File: src/rtl/ecc_ctrl_pkg.sv
// Shared types, constants and Hamming helpers for the ECC scrub controller.
package ecc_ctrl_pkg;

  localparam int CODE_W = 39;
  localparam int DATA_W = 32;
  localparam int PAR_W  = 6;

  typedef enum logic [2:0] {ST_IDLE, ST_WR, ST_RD, ST_CHK, ST_WB} state_e;
  typedef enum logic {SRC_CPU, SRC_SCRUB} src_e;

  localparam logic [1:0] RSP_CLEAN  = 2'b00;
  localparam logic [1:0] RSP_CORR   = 2'b01;
  localparam logic [1:0] RSP_UNCORR = 2'b10;

  // Hamming positions 1..38: powers of two hold check bits, the rest hold
  // data bits 0..31 in ascending order.
  function automatic logic is_data_pos(input logic [5:0] pos);
    return (pos >= 6'd3) && ((pos & (pos - 6'd1)) != 6'd0);
  endfunction

  // Check bit i covers every data position whose index has bit i set.
  function automatic logic [PAR_W-1:0] calc_par(input logic [DATA_W-1:0] d);
    logic [PAR_W-1:0] par;
    logic [5:0]       pos;
    int               k;
    par = '0;
    k   = 0;
    for (int p = 3; p <= 38; p++) begin
      pos = 6'(p);
      if (is_data_pos(pos)) begin
        for (int i = 0; i < PAR_W; i++)
          if (pos[i]) par[i] = par[i] ^ d[k];
        k++;
      end
    end
    return par;
  endfunction

endpackage

File: src/rtl/ecc_scrub_ctrl_if.sv
// CPU request/response port of the ECC scrub controller.
interface ecc_scrub_ctrl_if
  import ecc_ctrl_pkg::*;
#(
  parameter int ADDR_W = 8
);
  logic              req_valid;
  logic              req_ready;
  logic              req_we;
  logic [ADDR_W-1:0] req_addr;
  logic [DATA_W-1:0] req_wdata;
  logic              rsp_valid;
  logic [DATA_W-1:0] rsp_rdata;
  logic [1:0]        rsp_err;

  modport master (
    output req_valid, req_we, req_addr, req_wdata,
    input  req_ready, rsp_valid, rsp_rdata, rsp_err
  );

  modport slave (
    input  req_valid, req_we, req_addr, req_wdata,
    output req_ready, rsp_valid, rsp_rdata, rsp_err
  );
endinterface

File: src/rtl/hamming_ecc_unit.sv
// 32/39 SECDED encoder plus checker/corrector, purely combinational.
module hamming_ecc_unit
  import ecc_ctrl_pkg::*;
(
  input  logic [DATA_W-1:0] data_in,
  output logic [CODE_W-1:0] code_out,
  input  logic [CODE_W-1:0] code_in,
  output logic [DATA_W-1:0] data_out,
  output logic [PAR_W-1:0]  syn,
  output logic              s_err,
  output logic              d_err
);

  logic [PAR_W-1:0] enc_par;
  logic             odd;

  assign enc_par  = calc_par(data_in);
  // Overall parity makes the XOR of all 39 bits zero.
  assign code_out = {^{enc_par, data_in}, enc_par, data_in};

  assign syn   = calc_par(code_in[DATA_W-1:0]) ^ code_in[37:32];
  assign odd   = ^code_in;
  // A syndrome past position 38 with odd parity is a multi-bit error.
  assign s_err = odd && (syn != '0) && (syn <= 6'd38);
  // syn==0 with odd parity means only pG flipped: reported as neither.
  assign d_err = (syn != '0) && !s_err;

  // Flip the data bit the syndrome points at; check-bit hits leave data alone.
  always_comb begin
    int k;
    data_out = code_in[DATA_W-1:0];
    k = 0;
    for (int p = 3; p <= 38; p++) begin
      if (is_data_pos(6'(p))) begin
        if (s_err && (syn == 6'(p))) data_out[k] = ~data_out[k];
        k++;
      end
    end
  end

endmodule

File: src/rtl/ecc_scrub_ctrl.sv
// Sequencer between a CPU port and a SECDED-protected single-port memory,
// with a background scrubber that repairs single-bit errors.
module ecc_scrub_ctrl
  import ecc_ctrl_pkg::*;
#(
  parameter int ADDR_W       = 8,
  parameter int SCRUB_PERIOD = 1024
) (
  input  logic              clk,
  input  logic              rst_n,
  ecc_scrub_ctrl_if.slave   cpu,
  output logic              mem_en,
  output logic              mem_we,
  output logic [ADDR_W-1:0] mem_addr,
  output logic [CODE_W-1:0] mem_wdata,
  input  logic [CODE_W-1:0] mem_rdata,
  input  logic              scrub_en,
  input  logic              ue_clr,
  output logic [15:0]       ce_count,
  output logic              ue_flag,
  output logic [ADDR_W-1:0] ue_addr
);

  localparam int TMR_W = (SCRUB_PERIOD > 1) ? $clog2(SCRUB_PERIOD) : 1;

  state_e            state_q, state_d;
  src_e              tag_q, tag_d;
  logic [ADDR_W-1:0] addr_q, addr_d;
  logic [DATA_W-1:0] wdata_q, wdata_d;
  logic [DATA_W-1:0] corr_q, corr_d;
  logic              rsp_valid_q, rsp_valid_d;
  logic [DATA_W-1:0] rsp_rdata_q, rsp_rdata_d;
  logic [1:0]        rsp_err_q, rsp_err_d;
  logic [15:0]       ce_q, ce_d;
  logic              ue_flag_q, ue_flag_d;
  logic [ADDR_W-1:0] ue_addr_q, ue_addr_d;
  logic [ADDR_W-1:0] ptr_q, ptr_d;
  logic [TMR_W-1:0]  tmr_q, tmr_d;
  logic              pend_q, pend_d;

  logic [DATA_W-1:0] enc_data, dec_data;
  logic [CODE_W-1:0] enc_code;
  logic [PAR_W-1:0]  dec_syn;
  logic              dec_s_err, dec_d_err;
  logic              chk_corr, chk_ue;
  logic              tmr_fire, scrub_launch, ue_set;

  // Encoder sees write data in WR and the corrected word in WB.
  assign enc_data = (state_q == ST_WB) ? corr_q : wdata_q;

  hamming_ecc_unit u_ecc (
    .data_in  (enc_data),
    .code_out (enc_code),
    .code_in  (mem_rdata),
    .data_out (dec_data),
    .syn      (dec_syn),
    .s_err    (dec_s_err),
    .d_err    (dec_d_err)
  );

  assign chk_corr = dec_s_err;
  assign chk_ue   = dec_d_err && (dec_syn != '0);

  assign cpu.req_ready = (state_q == ST_IDLE);
  assign cpu.rsp_valid = rsp_valid_q;
  assign cpu.rsp_rdata = rsp_rdata_q;
  assign cpu.rsp_err   = rsp_err_q;

  assign mem_en    = (state_q == ST_WR) || (state_q == ST_RD) || (state_q == ST_WB);
  assign mem_we    = (state_q == ST_WR) || (state_q == ST_WB);
  assign mem_addr  = addr_q;
  assign mem_wdata = mem_we ? enc_code : '0;

  assign ce_count = ce_q;
  assign ue_flag  = ue_flag_q;
  assign ue_addr  = ue_addr_q;

  // Next-state: FSM, response, scrub timer/pointer, error logging.
  always_comb begin
    state_d      = state_q;
    tag_d        = tag_q;
    addr_d       = addr_q;
    wdata_d      = wdata_q;
    corr_d       = corr_q;
    rsp_valid_d  = 1'b0;
    rsp_rdata_d  = '0;
    rsp_err_d    = RSP_CLEAN;
    ce_d         = ce_q;
    ue_flag_d    = ue_flag_q;
    ue_addr_d    = ue_addr_q;
    ptr_d        = ptr_q;
    tmr_d        = tmr_q;
    tmr_fire     = 1'b0;
    scrub_launch = 1'b0;
    ue_set       = 1'b0;

    if (scrub_en) begin
      if (tmr_q == TMR_W'(SCRUB_PERIOD - 1)) begin
        tmr_d    = '0;
        tmr_fire = 1'b1;
      end else begin
        tmr_d = tmr_q + TMR_W'(1);
      end
    end

    case (state_q)
      ST_IDLE: begin
        // CPU always wins; a pending scrub waits for an idle CPU cycle.
        if (cpu.req_valid) begin
          tag_d   = SRC_CPU;
          addr_d  = cpu.req_addr;
          wdata_d = cpu.req_wdata;
          state_d = cpu.req_we ? ST_WR : ST_RD;
        end else if (pend_q) begin
          tag_d        = SRC_SCRUB;
          addr_d       = ptr_q;
          state_d      = ST_RD;
          scrub_launch = 1'b1;
        end
      end
      ST_WR: begin
        rsp_valid_d = 1'b1;
        state_d     = ST_IDLE;
      end
      ST_RD: state_d = ST_CHK;
      ST_CHK: begin
        corr_d = dec_data;
        if (tag_q == SRC_CPU) begin
          rsp_valid_d = 1'b1;
          rsp_rdata_d = dec_data;
          rsp_err_d   = chk_corr ? RSP_CORR : (chk_ue ? RSP_UNCORR : RSP_CLEAN);
        end else begin
          ptr_d = ptr_q + ADDR_W'(1);
        end
        if (chk_corr) begin
          if (ce_q != 16'hFFFF) ce_d = ce_q + 16'd1;
          state_d = ST_WB;
        end else begin
          state_d = ST_IDLE;
        end
        ue_set = chk_ue;
      end
      ST_WB:   state_d = ST_IDLE;
      default: state_d = ST_IDLE;
    endcase

    // A new error beats a simultaneous clear and becomes the first logged one.
    if (ue_set) begin
      ue_flag_d = 1'b1;
      if (!ue_flag_q || ue_clr) ue_addr_d = addr_q;
    end else if (ue_clr) begin
      ue_flag_d = 1'b0;
      ue_addr_d = '0;
    end
  end

  assign pend_d = tmr_fire || (pend_q && !scrub_launch);

  // State registers with synchronous active-low reset.
  always_ff @(posedge clk) begin
    if (!rst_n) begin
      state_q     <= ST_IDLE;
      tag_q       <= SRC_CPU;
      addr_q      <= '0;
      wdata_q     <= '0;
      corr_q      <= '0;
      rsp_valid_q <= 1'b0;
      rsp_rdata_q <= '0;
      rsp_err_q   <= RSP_CLEAN;
      ce_q        <= '0;
      ue_flag_q   <= 1'b0;
      ue_addr_q   <= '0;
      ptr_q       <= '0;
      tmr_q       <= '0;
      pend_q      <= 1'b0;
    end else begin
      state_q     <= state_d;
      tag_q       <= tag_d;
      addr_q      <= addr_d;
      wdata_q     <= wdata_d;
      corr_q      <= corr_d;
      rsp_valid_q <= rsp_valid_d;
      rsp_rdata_q <= rsp_rdata_d;
      rsp_err_q   <= rsp_err_d;
      ce_q        <= ce_d;
      ue_flag_q   <= ue_flag_d;
      ue_addr_q   <= ue_addr_d;
      ptr_q       <= ptr_d;
      tmr_q       <= tmr_d;
      pend_q      <= pend_d;
    end
  end

endmodule

File: src/flat_wrapper.sv
// flat-port wrapper written by rule: the top's interface ports become plain ports
module ecc_scrub_ctrl_flat import ecc_ctrl_pkg::*;
#(
  parameter int ADDR_W       = 8,
  parameter int SCRUB_PERIOD = 1024
)
  (clk, rst_n, mem_en, mem_we, mem_addr, mem_wdata, mem_rdata, scrub_en, ue_clr, ce_count, ue_flag, ue_addr, cpu_req_valid, cpu_req_we, cpu_req_addr, cpu_req_wdata, cpu_req_ready, cpu_rsp_valid, cpu_rsp_rdata, cpu_rsp_err);
  ecc_scrub_ctrl_if #(.ADDR_W(ADDR_W)) cpu_i ();
  input  logic clk;
  input  logic rst_n;
  output logic mem_en;
  output logic mem_we;
  output logic [ADDR_W-1:0] mem_addr;
  output logic [CODE_W-1:0] mem_wdata;
  input  logic [CODE_W-1:0] mem_rdata;
  input  logic scrub_en;
  input  logic ue_clr;
  output logic [15:0] ce_count;
  output logic ue_flag;
  output logic [ADDR_W-1:0] ue_addr;
  input wire logic [$bits(cpu_i.req_valid)-1:0] cpu_req_valid;
  input wire logic [$bits(cpu_i.req_we)-1:0] cpu_req_we;
  input wire logic [$bits(cpu_i.req_addr)-1:0] cpu_req_addr;
  input wire logic [$bits(cpu_i.req_wdata)-1:0] cpu_req_wdata;
  output wire logic [$bits(cpu_i.req_ready)-1:0] cpu_req_ready;
  output wire logic [$bits(cpu_i.rsp_valid)-1:0] cpu_rsp_valid;
  output wire logic [$bits(cpu_i.rsp_rdata)-1:0] cpu_rsp_rdata;
  output wire logic [$bits(cpu_i.rsp_err)-1:0] cpu_rsp_err;
  assign cpu_i.req_valid = cpu_req_valid;
  assign cpu_i.req_we = cpu_req_we;
  assign cpu_i.req_addr = cpu_req_addr;
  assign cpu_i.req_wdata = cpu_req_wdata;
  assign cpu_req_ready = cpu_i.req_ready;
  assign cpu_rsp_valid = cpu_i.rsp_valid;
  assign cpu_rsp_rdata = cpu_i.rsp_rdata;
  assign cpu_rsp_err = cpu_i.rsp_err;
  ecc_scrub_ctrl #(.ADDR_W(ADDR_W), .SCRUB_PERIOD(SCRUB_PERIOD)) u_core (.clk(clk), .rst_n(rst_n), .cpu(cpu_i), .mem_en(mem_en), .mem_we(mem_we), .mem_addr(mem_addr), .mem_wdata(mem_wdata), .mem_rdata(mem_rdata), .scrub_en(scrub_en), .ue_clr(ue_clr), .ce_count(ce_count), .ue_flag(ue_flag), .ue_addr(ue_addr));
endmodule
File: config.mk
export PLATFORM = sky130hd
export DESIGN_NAME = ecc_scrub_ctrl_flat
export DESIGN_NICKNAME = d
export VERILOG_FILES = /design/src/rtl/ecc_ctrl_pkg.sv /design/src/rtl/ecc_scrub_ctrl_if.sv /design/src/rtl/hamming_ecc_unit.sv /design/src/rtl/ecc_scrub_ctrl.sv /design/src/flat_wrapper.sv
export SDC_FILE = /design/constraint.sdc
export NUM_CORES = 1
export LEC_CHECK = 0
export ABC_AREA = 1
export ABC_CLOCK_PERIOD_IN_PS = 2650
export BUFFER_PORTS_ARGS = -buffer_cell sky130_fd_sc_hd__buf_2
export CORE_ASPECT_RATIO = 0.9
export CORE_MARGIN = 5
export CORE_UTILIZATION = 52
export CTS_BUF_LIST = sky130_fd_sc_hd__clkbuf_8
export DETAILED_ROUTE_END_ITERATION = 8
export PLACE_DENSITY = 0.75
export SLEW_MARGIN = 10
export SYNTH_ARGS = -nofsm -noshare
export SYNTH_HDL_FRONTEND = slang
export SYNTH_SLANG_ARGS = --single-unit
File: constraint.sdc
create_clock -name clk -period 2.65 [get_ports clk]
set_input_delay 0.265 -clock clk [delete_from_list [all_inputs] [get_ports clk]]
set_output_delay 0.265 -clock clk [all_outputs]
set_load 0.01 [all_outputs]
After elaboration in Yosys (flattened, before gate mapping)
Cells that the tools add are included.
{ "totals": {"regBits": 155, "inputBits": 85, "word_cells": 379} }
{ "classes": {"addsub": 3, "order_cmp": 1, "n_eq_ne": 40, "mux": 59, "n_bitwise": 203, "n_reduce_logical": 58} }
{ "op_table": {"columns": ["operator", "n"], "rows": [
  ["1-bit bitwise XOR", 168],
  ["6-bit by 5-bit == test with 1-bit output, second input constant", 15],
  ["32-bit two-way mux", 2],
  ["8-bit two-way mux", 6],
  ["6-bit by 4-bit == test with 1-bit output, second input constant", 7],
  ["39-bit two-way mux", 1],
  ["39-bit XOR reduction", 1],
  ["38-bit XOR reduction", 1],
  ["1-bit logical AND", 37],
  ["6-bit == test, second input constant", 6],
  ["1-bit inverter", 34],
  ["31-bit two-way mux", 1],
  ["30-bit two-way mux", 1],
  ["29-bit two-way mux", 1],
  ["28-bit two-way mux", 1],
  ["27-bit two-way mux", 1],
  ["26-bit two-way mux", 1],
  ["25-bit two-way mux", 1],
  ["24-bit two-way mux", 1],
  ["23-bit two-way mux", 1],
  ["22-bit two-way mux", 1],
  ["21-bit two-way mux", 1],
  ["10-bit two-way mux", 2],
  ["20-bit two-way mux", 1],
  ["42 further kinds", 72]
]} }

Longest topological paths before layout
{ "logic_depth": {"ltp_word": 54, "mapped_depth": 26, "mapped_depth_nobuf": 25} }

Hierarchy
A second synthesis with hierarchy kept.
{ "hier_totals": {"cells_unflattened": 1719, "hier_area_um2": 10558.9} }
{ "modules_own_cells": {"columns": ["module", "n_inst", "cells_each", "area_each_um2"], "rows": [
  ["ecc_scrub_ctrl", 1, 924, 6560.0],
  ["hamming_ecc_unit", 1, 795, 3998.8]
]} }

Least setup slack after synthesis
No wires, ideal clock.
{ "synth_path": {"path_type": "register to output", "from": "register u_core.state_q[0]", "to": "output mem_wdata[38]", "arrival_ps": 2239, "setup_slack_ps": 146, "path_stages_with_launch": 21, "path_buffers": 1, "cell_sequence": "dfxtp_1 nor2_4 buf_1 nand3_1 nand2_1 nand2_1 nand2_1 nand2_1 nand2_1 inv_1 nand2_1 nand2_1 nand2_1 nand3_1 nand2_1 nor2_1 nor2_1 nand3_1 nand3_1 nand2_1 nor2_1"} }
{ "synth_via": {"elab_chain_cells": 21, "elab_cells_between_ends": 90, "cone_classes": "eq/ne: 2; mux: 2; bitwise: 84; reduce/logical: 2"} }
{ "synth_rtl": {"columns": ["element", "line", "rtl"], "rows": [
  ["start, declared", "ecc_scrub_ctrl.sv:26", "state_e state_q, state_d;"],
  ["start signal, assigned", "ecc_scrub_ctrl.sv:177", "state_q <= state_d;"],
  ["3-bit == test", "ecc_scrub_ctrl.sv:49, ecc_scrub_ctrl.sv:70", null],
  ["32-bit two-way mux", "ecc_scrub_ctrl.sv:49", "assign enc_data = (state_q == ST_WB) ? corr_q : wdata_q;"],
  ["1-bit bitwise XOR (17 in a row)", "ecc_ctrl_pkg.sv:32", "if (pos[i]) par[i] = par[i] ^ d[k];"],
  ["38-bit XOR reduction", "hamming_ecc_unit.sv:19", "assign code_out = {^{enc_par, data_in}, enc_par, data_in};"],
  ["39-bit two-way mux (*)", "ecc_scrub_ctrl.sv:72", "assign mem_wdata = mem_we ? enc_code : '0;"],
  ["end, declared", "flat_wrapper.sv:14", "output logic [CODE_W-1:0] mem_wdata;"]
]} }
Mark *: on every way between the ends. The rest lies on a longest branch, timed or not.

Worst setup path in the final report
Ends and elaborated chain as after synthesis.

==> results_dict.tcl <==
set metrics [dict create \
    status "finished, violations left" \
    violations "negative setup slack" \
    cp_cell_sequence "nor2_4 > nand2_4 > buf_12 > buf_12 > o21ai_4 > buf_6 > nand2_4 > nand2_4 > xor2_4 > inv_1 > nand2_1 > nand2_2 > xnor2_2 > nand3_1 > nand2_1 > nand2_1 > nand3_1 > nand2_1 > nor2_1 > buf_2" \
    cts_buffers 17 \
    clock-sinks 155 \
    p_sw_mw 3.57 \
    coreArea_um2 19800 \
    vdd_ir_drop_max_mv 0.427 \
    dieHeight_um 144 \
    p_leak_nw 7.00 \
    clkPwrFrac_pct 22.7 \
    synth_seq_area_share_pct 29.9 \
    power.total_mw 8.41 \
    seqCellArea_um2 3110 \
    gr-usage-met2_pct 49.4 \
    drtAntennaViolNets 0 \
    synthDistinctLibCells 42 \
    syn_to_final_growth_pct 30.4 \
    synth-seq-cells 155 \
    path_class "flip-flop to primary output" \
    async_flop_share_pct 0 \
    critPathLaunchType "flip-flop" \
    path_delay_family "simple AND/OR/NAND/NOR gates" \
    fp.dieW_um 159 \
    grt-busiest-layer "met2" \
    overflow 0 \
    slew-limit-headroom_pct 55.8 \
    synth_warnings 0 \
    clock_latency_ns 0.48 \
    drt-pass1-iter-count 5 \
    clkTransAtPathRegs_ns 0.10 \
    setup_ws_ns -0.740 \
    skew_ns 0.0136 \
    placed_area_um2 12600 \
    p_per_area_nw_per_um2 620 \
    fp.dieArea_um2 22900 \
    drcViolationCount 0 \
    stdcell_area_um2 13600 \
    cp.required_ns 2.38 \
    nNetsFinal 2144 \
    clk_path_buf_depth 2 \
    insertedDiodeCount 0 \
    syn_area_um2 10400 \
    tightest_slew_ns 0.656 \
    start_util_pct 52.5 \
    p_sw_share_pct 42.4 \
    grt_antenna_before_repair 1 \
    timing.critical_path.buf_inv 5 \
    critPathArrivalTime_ns 3.12 \
    synth_ff_type "dfxtp_1" \
    synthCells 1745 \
    io_pins 195 \
    grt_use_met3_pct 5.36 \
    grt_pass1_vias 11094 \
    final_max_slew_viol_count 0 \
    fin_crit_sh_pct 128 \
    worst_setup_path_end_kind "primary output" \
    cap_violations 0 \
    yosys.area.top_type "dfxtp_1" \
    seqPwrFrac_pct 29.8 \
    final_common_cell "nand2_1" \
    grt.met1_usage_pct 39.5 \
    synth_fp_nets 1833 \
    gp_congestion 0.937 \
    ys_top_cells_by_area "dfxtp_1 (30%), nand2_1 (23%), nand3_1 (9.3%), inv_1 (7.6%), a21oi_1 (6.5%)" \
    power.share.combinational_pct 47.5 \
    p_int_mw 4.84 \
    syn_avg_cell_area_um2 5.95 \
    rsz0062_at_grt "yes" \
    rows 49 \
    synth-edff-count 0 \
    fillers 1805 \
    wl_per_cell_um 15.2 \
    vias 12219 \
    globalRouteTotalUtil_pct 29.9 \
    yosysTopAreaCellShare_pct 29.9 \
    viasPerCell 5.26 \
    finalHoldViolations 0 \
    crit_slowest_cell "dfxtp_2" \
    dp_hpwl_mm 27.5 \
    h-tree-depth 4 \
    crit_path_max_fanout 8 \
    root_buffer "clkbuf_8" \
    grt_max_degree 42 \
    final_cell_mix "nand2_1 (581), inv_1 (208), buf_2 (194)" \
    drive_gt1_share_pct 24.0 \
    tritoncts "built" \
    max_freq_ghz 0.295 \
    grt_pass1_wl_mm 55.6 \
    multiInputGateArea_um2 6440 \
    hp-class "input pin to flip-flop" \
    setup_viol 7 \
    critical-path-max-stage-delay_ns 0.35 \
    wl_mm 35.4 \
    post-route-min-period_ns 3.39 \
    io_buffers 194 \
    crit_top_cell "nand2_1" \
    drt_iter0_drc 1058 \
]
[final timing paths]
check / depth (start not counted) / slack, ns / start / endpoint
max: 20 / -0.74 / u_core.state_q[0] / mem_wdata[38]
min: 3 / 0.04 / cpu_req_wdata[31] / u_core.wdata_q[31]
max reg2reg: 9 / 0.32 / u_core.state_q[2] / u_core.ce_count[5]
min reg2reg: 2 / 0.47 / u_core.wdata_q[14] / u_core.wdata_q[14]
[logic make-up after synthesis]
family,synth area share [%]
AND/OR/NAND/NOR,39.9
buffers and inverters,11.2
AO/OA/AOI/OAI,10.7
flip-flops,29.9
XOR/XNOR,7.95
adder cells (fa/ha/maj),0.361
[metrics by stage]
step | hold WS (ns) | setup WS [ns] | setup TNS [ns] | cells | utilization (%)
final | 0.0410 | -0.740 | -2.49 | 2324 | 68.4
after global routing | 0.0387 | -0.935 | -3.81 | 2324 | 68.4
after CTS | 0.0241 | -0.696 | -2.19 | 2319 | 67.5
after detailed placement | 0.464 | -0.434 | -5.41 | 2278 | 63.6
after global placement | 0.454 | -0.354 | -4.32 | 2278 | 63.6
after floorplan | 0.400 | 0.146 | 0 | 1745 | -
[routing by layer]
layer	up-vias	wire length (um)
met5	-	13
met4	2	1230
met3	81	2700
met2	484	16200
met1	5546	15300
li1	6106	-
[registers in the layout, summed over array words and instances, names as in the netlist]
name,flops
u_core.mem_addr,8
u_core.ue_flag,1
u_core.tag_q,1
u_core.ue_addr,8
u_core.wdata_q,32
u_core.cpu.rsp_err,2
u_core.pend_q,1
u_core.tmr_q,10
u_core.cpu.rsp_valid,1
u_core.ptr_q,8
u_core.corr_q,32
u_core.ce_count,16
u_core.state_q,3
u_core.cpu.rsp_rdata,32
[Yosys cell counts, types with 2 or more instances]
library cell and instances:
inv_1 211, inv_2 9, buf_6 8, nor2_4 2, nor3_1 17, nor3b_1 3
clkbuf_1 38, nand3b_1 7, buf_2 10, a21oi_1 134, nor2_1 112, o21ai_1 6
buf_1 5, xnor2_1 45, buf_4 3, o21ai_0 58, nor2_2 3, a31oi_1 9
xor2_1 40, nor4_1 6, nand2_2 5, nand3_1 193, ha_1 3, xnor2_2 4
dfxtp_1 155, nand2_1 635, nand2_4 2, o21ai_2 2, a211oi_1 2, nand4_1 6
[worst min-delay path, delay by kind of cell]
kind                   cells  cell delay, ns
AND/OR/NAND/NOR            2            0.15
buffers and inverters      1            0.08
[area by class of cell]
type / count / share of cell area [%]
well taps: 255 / 2.35
clock inverters: 15 / 1.35
clock buffers: 17 / 1.73
flip-flops and latches: 155 / 22.9
inverters: 222 / 6.19
repair buffers: 356 / 17.9
multi-input cells: 1304 / 47.5
[what timing repair did]
action,4_1_cts,5_1_grt
hold endpoints to repair,1,0
hold buffers,1,0
gates cloned,2,0
setup buffers,6,5
resized for setup,67,42
setup endpoints to repair,40,8
pin swaps,22,20
[power by group through the flow]
stage | sequential (mW) | combinational [mW] | clock (mW)
floorplan | 2.55 | 2.40 | 0
global placement | 2.55 | 3.59 | 0
detailed placement | 2.55 | 3.65 | 0
CTS | 2.50 | 3.81 | 1.93
global route | 2.52 | 4.38 | 2.05
finish | 2.51 | 3.99 | 1.91
No activity file was read; power rests on OpenSTA's default activity.
